==> src/rtl/reg_init_bank.sv <==
// Bank of CHANNELS registers with per-channel write and a runtime init value.
// A restore request walks the masked channels one per cycle, lowest index first.
module reg_init_bank #(
    parameter int WIDTH    = 8,
    parameter int CHANNELS = 4
) (
    input  logic                      clk,
    input  logic                      rst,
    input  logic [CHANNELS*WIDTH-1:0] init_val,
    input  logic [CHANNELS-1:0]       wr_en,
    input  logic [CHANNELS*WIDTH-1:0] wr_data,
    input  logic                      restore_req,
    input  logic [CHANNELS-1:0]       restore_mask,
    output logic [CHANNELS*WIDTH-1:0] q,
    output logic [CHANNELS-1:0]       dirty,
    output logic                      busy,
    output logic                      restore_done
);

    typedef enum logic [0:0] {
        IDLE = 1'b0,
        SCAN = 1'b1
    } state_t;

    state_t                      state_q, state_d;
    logic [CHANNELS-1:0]         pending_q, pending_d;
    logic [CHANNELS*WIDTH-1:0]   q_q, q_d;
    logic [CHANNELS-1:0]         dirty_q, dirty_d;
    logic                        done_q, done_d;
    logic [CHANNELS-1:0]         sel_s;

    // One-hot of the lowest set bit; all zeros when nothing is set.
    function automatic logic [CHANNELS-1:0] lowest_one(input logic [CHANNELS-1:0] v);
        logic [CHANNELS-1:0] r;
        logic                found;
        r     = {CHANNELS{1'b0}};
        found = 1'b0;
        for (int i = 0; i < CHANNELS; i++) begin
            if (v[i] && !found) begin
                r[i]  = 1'b1;
                found = 1'b1;
            end else begin
                r[i]  = 1'b0;
            end
        end
        return r;
    endfunction

    // Next-state logic for the FSM, pending mask and channel registers.
    always_comb begin
        state_d   = state_q;
        pending_d = pending_q;
        done_d    = 1'b0;
        q_d       = q_q;
        dirty_d   = dirty_q;
        sel_s     = {CHANNELS{1'b0}};

        case (state_q)
            IDLE: begin
                if (restore_req) begin
                    if (restore_mask != {CHANNELS{1'b0}}) begin
                        pending_d = restore_mask;
                        state_d   = SCAN;
                    end else begin
                        done_d    = 1'b1;
                    end
                end else begin
                    state_d = IDLE;
                end
            end
            SCAN: begin
                // restore_req is deliberately not looked at here: no queuing.
                sel_s     = lowest_one(pending_q);
                pending_d = pending_q & ~sel_s;
                if (pending_d == {CHANNELS{1'b0}}) begin
                    state_d = IDLE;
                    done_d  = 1'b1;
                end else begin
                    state_d = SCAN;
                end
            end
            default: begin
                state_d   = IDLE;
                pending_d = {CHANNELS{1'b0}};
            end
        endcase

        // A restore on a channel beats a write to it on the same edge.
        for (int i = 0; i < CHANNELS; i++) begin
            if (sel_s[i]) begin
                q_d[i*WIDTH +: WIDTH] = init_val[i*WIDTH +: WIDTH];
                dirty_d[i]            = 1'b0;
            end else if (wr_en[i]) begin
                q_d[i*WIDTH +: WIDTH] = wr_data[i*WIDTH +: WIDTH];
                dirty_d[i]            = 1'b1;
            end else begin
                q_d[i*WIDTH +: WIDTH] = q_q[i*WIDTH +: WIDTH];
                dirty_d[i]            = dirty_q[i];
            end
        end
    end

    // State registers; reset loads the live init value rather than a constant.
    always_ff @(posedge clk) begin
        if (rst) begin
            state_q   <= IDLE;
            pending_q <= {CHANNELS{1'b0}};
            q_q       <= init_val;
            dirty_q   <= {CHANNELS{1'b0}};
            done_q    <= 1'b0;
        end else begin
            state_q   <= state_d;
            pending_q <= pending_d;
            q_q       <= q_d;
            dirty_q   <= dirty_d;
            done_q    <= done_d;
        end
    end

    assign q            = q_q;
    assign dirty        = dirty_q;
    assign busy         = (state_q == SCAN);
    assign restore_done = done_q;

endmodule

==> config.mk <==
export PLATFORM = sky130hd
export DESIGN_NAME = reg_init_bank
export DESIGN_NICKNAME = d
export VERILOG_FILES = /design/src/rtl/reg_init_bank.sv
export SDC_FILE = /design/constraint.sdc
export NUM_CORES = 1
export LEC_CHECK = 0
export CORE_ASPECT_RATIO = 0.8
export CORE_MARGIN = 2
export CORE_UTILIZATION = 37
export CTS_BUF_LIST = sky130_fd_sc_hd__clkbuf_16
export CTS_CLUSTER_DIAMETER = 30
export DETAILED_ROUTE_END_ITERATION = 16
export GPL_TIMING_DRIVEN = 0
export PLACE_DENSITY_LB_ADDON = 0.08
export SLEW_MARGIN = 20
export SYNTH_ARGS = -nofsm -noshare
export SYNTH_HDL_FRONTEND = slang
export SYNTH_SLANG_ARGS = --single-unit
==> constraint.sdc <==
create_clock -name clk -period 1.7 [get_ports clk]
set_input_delay 0.255 -clock clk [delete_from_list [all_inputs] [get_ports clk]]
set_output_delay 0.255 -clock clk [all_outputs]
set_load 0.02 [all_outputs]
==> flow_summary.json, run 1 <==
{
  "run_status": "finished clean",
  "start_util_pct": 39.3,
  "seqPwrFrac_pct": 42.3,
  "grt_max_degree": 14,
  "wl_per_cell_um": 15.4,
  "gr-usage-all-layers_pct": 16.6,
  "final_max_slew_viol_count": 0,
  "cp_max_fo": 10,
  "gp_congestion": 0.882,
  "core-area_mm2": 0.00471,
  "layout-area-overhead-vs-synth_pct": 78.1,
  "pwr-share-comb_pct": 21.6,
  "synthCells": 117,
  "hold_viol": 0,
  "syn-num-nets": 192,
  "grt_pass1_vias": 1539,
  "cp.required_ns": 1.73,
  "finClkSkew_ns": 0.00483,
  "synth_seq_area_share_pct": 62.8,
  "overflow": 0,
  "internal_power_mw": 2.27,
  "routed_wl_mm": 4.61,
  "layout-drive-gt1-share_pct": 23.3,
  "instances_no_fill": 300,
  "critPathCaptureType": "flip-flop",
  "cp-start-kind": "flip-flop",
  "hold_class": "flip-flop to flip-flop",
  "fp.dieH_um": 67.2,
  "root_buffer": "clkbuf_16",
  "fin_nets": 314,
  "die_area_mm2": 0.00558,
  "insertion_delay_ns": 0.28,
  "cts_sinks": 42,
  "setup_viol": 0,
  "htreeDepth": 2,
  "diodes": 0,
  "antenna_found_initial": 0,
  "fill_cells": 318,
  "fin_crit_ns": 1.64,
  "dp_hpwl_mm": 3.43,
  "grt_pass1_wl_mm": 7.07,
  "maxCapViolations": 0,
  "rows": 22,
  "cts_tree": "yes",
  "vias": 1469,
  "clk_pin_slew_worst_paths_ns": 0.06,
  "clk_path_buf_depth": 2,
  "ant_nets": 0,
  "viasPerCell": 4.90,
  "yosysWarnings": 0,
  "fin_ws_ns": 0.0639,
  "critPathArrivalTime_ns": 1.66,
  "avgSynthCellArea_um2": 15.8,
  "synth_seq_cells": 42,
  "power.switching_mw": 0.651,
  "crit_chain": "buf_6, nor3b_4, a31oi_4, mux2_2",
  "irDropWorstVdd_mv": 0.669,
  "io_buffers": 112,
  "crit_type": "flip-flop to flip-flop",
  "drtIter0Drc": 52,
  "cpPeakStageDelay_ns": 0.39,
  "drt_first_pass_iters": 4,
  "leakage_nw": 1.17,
  "design_area_mm2": 0.00329,
  "tightest_slew_ns": 0.516,
  "power.density_mw_per_mm2": 889,
  "drc_errors": 0,
  "swShare_pct": 22.3,
  "synth_area_mm2": 0.00185,
  "die_x_um": 83.0,
  "synth.distinct_cells": 29,
  "cts-buffers-inserted": 5,
  "dp_cells": 289,
  "placedInstanceArea_mm2": 0.00304,
  "fin_crit_sh_pct": 96.2,
  "relSlewSlack_pct": 65.3,
  "clock.fmax_ghz": 0.611,
  "pwr-share-clk_pct": 36.1,
  "ios": 113,
  "dp_slack_ns": -0.426,
  "cpMaxStageDelayCell": "mux2_2"
}
==> state kept, by name, indices dropped and copies added (netlist names) <==
signal        count
busy              1
restore_done      1
pending_q         4
dirty             4
q                32
==> per-stage QoR <==
step | hold WS [ns] | TNS [ns] | total power [mW] | util (%)
after floorplan | 0.365 | 0 | 1.51 | -
after global placement | 0.449 | -12.89 | 1.85 | 64.7
after detailed placement | 0.453 | -16.39 | 1.87 | 64.7
after CTS | 0.467 | 0 | 2.93 | 68.7
after global routing | 0.503 | -0.0319 | 3.02 | 69.9
final | 0.463 | 0 | 2.92 | 69.9
==> layer usage <==
metal	global-route usage (%)	vias to the layer above	share of wire, %
li1	-	700	-
met1	17.4	686	39
met2	30.2	71	52
met3	5.62	12	7.3
met4	9.02	0	2.4
met5	0	-	0
==> cell usage after synthesis <==
cell type | instances | area, µm²
buf_2 | 1 | 5.00
nor2b_1 | 1 | 6.26
o221ai_1 | 1 | 8.76
a21oi_4 | 1 | 16.3
edfxtp_1 | 32 | 961
o31ai_1 | 3 | 22.5
nand3b_1 | 1 | 7.51
a21oi_2 | 1 | 8.76
a31oi_4 | 1 | 21.3
nand3_1 | 1 | 5.00
mux2_2 | 32 | 360
nand2_1 | 1 | 3.75
dfxtp_1 | 10 | 200
a22oi_1 | 1 | 7.51
o21a_1 | 4 | 30.0
nor3b_1 | 1 | 7.51
nor4_1 | 2 | 12.5
a21oi_1 | 3 | 15.0
buf_6 | 2 | 22.5
nand2b_1 | 5 | 31.3
o32a_1 | 1 | 10.0
o21ai_0 | 1 | 5.00
inv_1 | 3 | 11.3
or3_1 | 1 | 6.26
a211oi_1 | 2 | 15.0
o41ai_1 | 1 | 8.76
nor2_1 | 2 | 7.51
nor3b_4 | 1 | 18.8
a31oi_2 | 1 | 12.5
==> repair_timing <==
action	4_1_cts	5_1_grt
endpoints found under the setup margin	41	42
gates resized for setup	5	3
setup buffers	0	3
hold buffers	0	0
pin swaps	0	1
==> layout by cell type (no fill, tap or decap), types with 2 or more instances in the layout <==
| cell | instances |
|---|---|
| a211oi_1 | 2 |
| a21oi_1 | 3 |
| a21oi_4 | 2 |
| a31oi_4 | 2 |
| buf_12 | 2 |
| buf_4 | 2 |
| buf_6 | 2 |
| clkbuf_16 | 5 |
| clkdlybuf4s50_1 | 112 |
| clkinv_2 | 2 |
| dfxtp_1 | 9 |
| edfxtp_1 | 32 |
| inv_1 | 3 |
| mux2_2 | 32 |
| nand2b_1 | 2 |
| nand2b_2 | 3 |
| nor2_1 | 2 |
| o21a_1 | 4 |
| o31ai_1 | 3 |
==> layout make-up <==
| class | instances | area, µm² | share of cell area [%] |
|---|---|---|---|
| plain buffers | 3 | 30.0 | 0.913 |
| multi-input cells | 69 | 678 | 20.6 |
| clock inverters | 3 | 40.0 | 1.22 |
| well taps | 60 | 75.1 | 2.28 |
| clock buffers | 5 | 125 | 3.80 |
| flip-flops and latches | 42 | 1160 | 35.3 |
| repair buffers | 115 | 1170 | 35.5 |
| inverters | 3 | 11.3 | 0.342 |
==> worst max-delay path: cells and delay by family, from the launching register on <==
family	cells	cell delay, ns
muxes	1	0.39
DFF	1	0.32
AOI/OAI and AO/OA	1	0.35
and+or+nand+nor	1	0.18
buffers and inverters	1	0.14
==> logic make-up (layout without fill, tap and decap cells) <==
kind of cell | after synthesis | count (layout) | share of synthesized area (%)
flip-flops | 42 | 42 | 62.8
AO/OA/AOI/OAI | 21 | 21 | 9.82
buffers and inverters | 6 | 129 | 2.10
multiplexers | 32 | 32 | 19.5
AND/OR/NAND/NOR | 16 | 16 | 5.76
==> power by group through the flow <==
| stage | clock network, mW | registers (mW) | logic, mW |
|---|---|---|---|
| global placement | 0 | 1.26 | 0.598 |
| floorplan | 0 | 1.36 | 0.149 |
| finish | 1.05 | 1.24 | 0.632 |
| detailed placement | 0 | 1.26 | 0.610 |
| CTS | 1.07 | 1.24 | 0.621 |
| global route | 1.10 | 1.25 | 0.667 |
==> path summary, 6_finish.rpt <==
path / end / slack, ns / from / cells past startpoint
worst max-delay path: q[27] / 0.06 / busy / 4
worst min-delay path: dirty[1] / 0.46 / dirty[1] / 1
worst max register to register: q[27] / 0.06 / busy / 4
worst min register to register: dirty[1] / 0.46 / dirty[1] / 1
Power figures use the tool's default switching activity.
==> run 2: changes to the inputs <==
--- a/config.mk
+++ b/config.mk
@@ -6,7 +6,6 @@
 export NUM_CORES = 1
 export LEC_CHECK = 0
 export CORE_ASPECT_RATIO = 0.8
-export CORE_MARGIN = 2
 export CORE_UTILIZATION = 37
 export CTS_BUF_LIST = sky130_fd_sc_hd__clkbuf_16
 export CTS_CLUSTER_DIAMETER = 30
==> flow_summary.json, run 2 (synthesized netlist as in run 1, its figures left out) <==
{
  "rsz0062_at_grt": "true",
  "hold_class": "flip-flop to flip-flop",
  "layout_commonest_cell": "clkdlybuf4s50_1",
  "cp-start-kind": "flip-flop",
  "route.met2.wl_mm": 2.14,
  "wl_per_cell_um": 14.6,
  "crit_start": "busy",
  "r2r_end": "q[30]",
  "start_util_pct": 39.5,
  "clock.fmax_ghz": 0.593,
  "power.density_mw_per_mm2": 832,
  "routed.top_layer": "met4",
  "whs_path_depth": 1,
  "gp_congestion": 0.791,
  "die_x_um": 81.0,
  "holdPathEnd": "dirty[1]",
  "run_status": "finished clean",
  "finClkSkew_ns": 0.00226,
  "dr_wl_met3_um": 399,
  "cp.required_ns": 1.72,
  "htreeDepth": 2,
  "vias": 1468,
  "layout-drive-gt1-share_pct": 22.8,
  "drtIter0Drc": 43,
  "hold_slack_ns": 0.460,
  "diodes": 0,
  "cpPeakStageDelay_ns": 0.38,
  "fin_nets": 316,
  "rr_worst_depth": 5,
  "critPathCaptureType": "flip-flop",
  "core-area_mm2": 0.00468,
  "insertion_delay_ns": 0.28,
  "fin_crit_sh_pct": 99.2,
  "rows": 22,
  "leakage_nw": 1.18,
  "drt-met1-wl_mm": 1.81,
  "dp_hpwl_mm": 3.24,
  "drc_errors": 0,
  "largest_reg_flops": 32,
  "io_buffers": 112,
  "grt_pass1_wl_mm": 6.55,
  "setup_viol": 0,
  "fin_crit_ns": 1.69,
  "crit_chain": "buf_6, nor3b_4, buf_4, a31oi_4, mux2_2",
  "cpMaxStageDelayCell": "mux2_2",
  "cts_tree": "yes",
  "routed_wl_mm": 4.40,
  "gr-usage-all-layers_pct": 16.8,
  "min_from": "dirty[1]",
  "die_area_mm2": 0.00528,
  "grt_max_degree": 12,
  "ant_nets": 0,
  "irDropWorstVdd_mv": 0.690,
  "viasPerCell": 4.88,
  "clk_path_buf_depth": 2,
  "timing.rr.start": "busy",
  "tightest_slew_ns": 0.490,
  "grt_pass1_vias": 1400,
  "fp.dieH_um": 65.2,
  "drt_first_pass_iters": 4,
  "clk_pin_slew_worst_paths_ns": 0.05,
  "setup_tns_ns": 0,
  "final_cell_mix": "clkdlybuf4s50_1 (111), edfxtp_1 (32), mux2_2 (31)",
  "ff2ff_setup_slack_ns": 0.01,
  "cts_sinks": 42,
  "critPathArrivalTime_ns": 1.71,
  "dp_slack_ns": -0.425,
  "layout-area-overhead-vs-synth_pct": 77.7,
  "fill_cells": 336,
  "hold_viol": 0,
  "root_buffer": "clkbuf_16",
  "maxCapViolations": 0,
  "overflow": 0,
  "relSlewSlack_pct": 67.0,
  "cp_max_fo": 9,
  "ios": 113,
  "crit_type": "flip-flop to flip-flop",
  "antenna_found_initial": 0,
  "cts-buffers-inserted": 5,
  "fin_ws_ns": 0.0129,
  "holdBufCountCts": 0,
  "final_max_slew_viol_count": 0
}
==> run 2: changes by cell type in the layout (fill, tap and decap cells not counted), sizes merged <==
cell / before / now
inv: 3 / 5
clkbuf: 5 / 6
clkinv: 2 / 0
dlymetal6s2s: 0 / 1
clkdlybuf4s50: 112 / 111
bufinv: 1 / 0
a31oi: 2 / 3
==> run 2: critical path: cells and delay by family, from the launching register on <==
| family | cells | cell delay (ns) |
|---|---|---|
| muxes | 1 | 0.38 |
| buffers and inverters | 2 | 0.30 |
| and+or+nand+nor | 1 | 0.16 |
| DFF | 1 | 0.32 |
| AOI/OAI and AO/OA | 1 | 0.28 |
==> run 2: metal layers <==
layer,track usage (%),vias to the layer above
met3,5.28,5
met1,19.1,677
met4,6.03,0
met5,0,-
met2,29.3,75
li1,-,711
==> run 2: area by class of cell <==
| cell class | count | area [µm²] | share of cell area [%] |
|---|---|---|---|
| Inverter | 3 | 11.3 | 0.343 |
| Sequential cell | 42 | 1160 | 35.4 |
| Clock inverter | 2 | 7.51 | 0.229 |
| Buffer | 3 | 30.0 | 0.914 |
| Timing Repair Buffer | 116 | 1180 | 35.9 |
| Clock buffer | 5 | 125 | 3.81 |
| Tap cell | 60 | 75.1 | 2.29 |
| Multi-Input combinational cell | 70 | 694 | 21.1 |
==> run 2: metrics by stage <==
| stage | power, mW | instance area, µm² | instances | utilization [%] |
|---|---|---|---|---|
| floorplan | 1.51 | 1850 | 117 | - |
| global placement | 1.85 | 3040 | 289 | 65.1 |
| detailed placement | 1.87 | 3040 | 289 | 65.1 |
| CTS | 2.74 | 3200 | 296 | 68.3 |
| global route | 2.84 | 3280 | 301 | 70.2 |
| finish | 2.73 | 3280 | 301 | 70.2 |
==> run 2: how the worst max path moves through the flow <==
stage / end / slack, ns
after floorplan: q[24] / 0.02
after global routing: q[30] / -0.04
final: q[30] / 0.01
after global placement: q[0] / -0.37
after detailed placement: q[0] / -0.43
after CTS: q[28] / 0.02
==> run 2: what timing repair did <==
item | 4_1_cts | 5_1_grt
cloned | 0 | 1
hold endpoints to repair | 0 | 0
gates resized for setup | 3 | 7
setup endpoints to repair | 32 | 52
buffers inserted | 0 | 4
==> run 2: report_power, final <==
group | total [mW] | switching, mW | internal (mW)
registers | 1.24 | 0.0344 | 1.21
clock network | 0.856 | 0.332 | 0.524
logic | 0.638 | 0.252 | 0.385
==> run 3: changes to the inputs <==
--- a/config.mk
+++ b/config.mk
@@ -8,7 +8,6 @@
 export CORE_ASPECT_RATIO = 0.8
 export CORE_UTILIZATION = 37
 export CTS_BUF_LIST = sky130_fd_sc_hd__clkbuf_16
-export CTS_CLUSTER_DIAMETER = 30
 export DETAILED_ROUTE_END_ITERATION = 16
 export GPL_TIMING_DRIVEN = 0
 export PLACE_DENSITY_LB_ADDON = 0.08
==> results of run 3 <==
Final layout, timing and power as in run 2 (identical DEF).
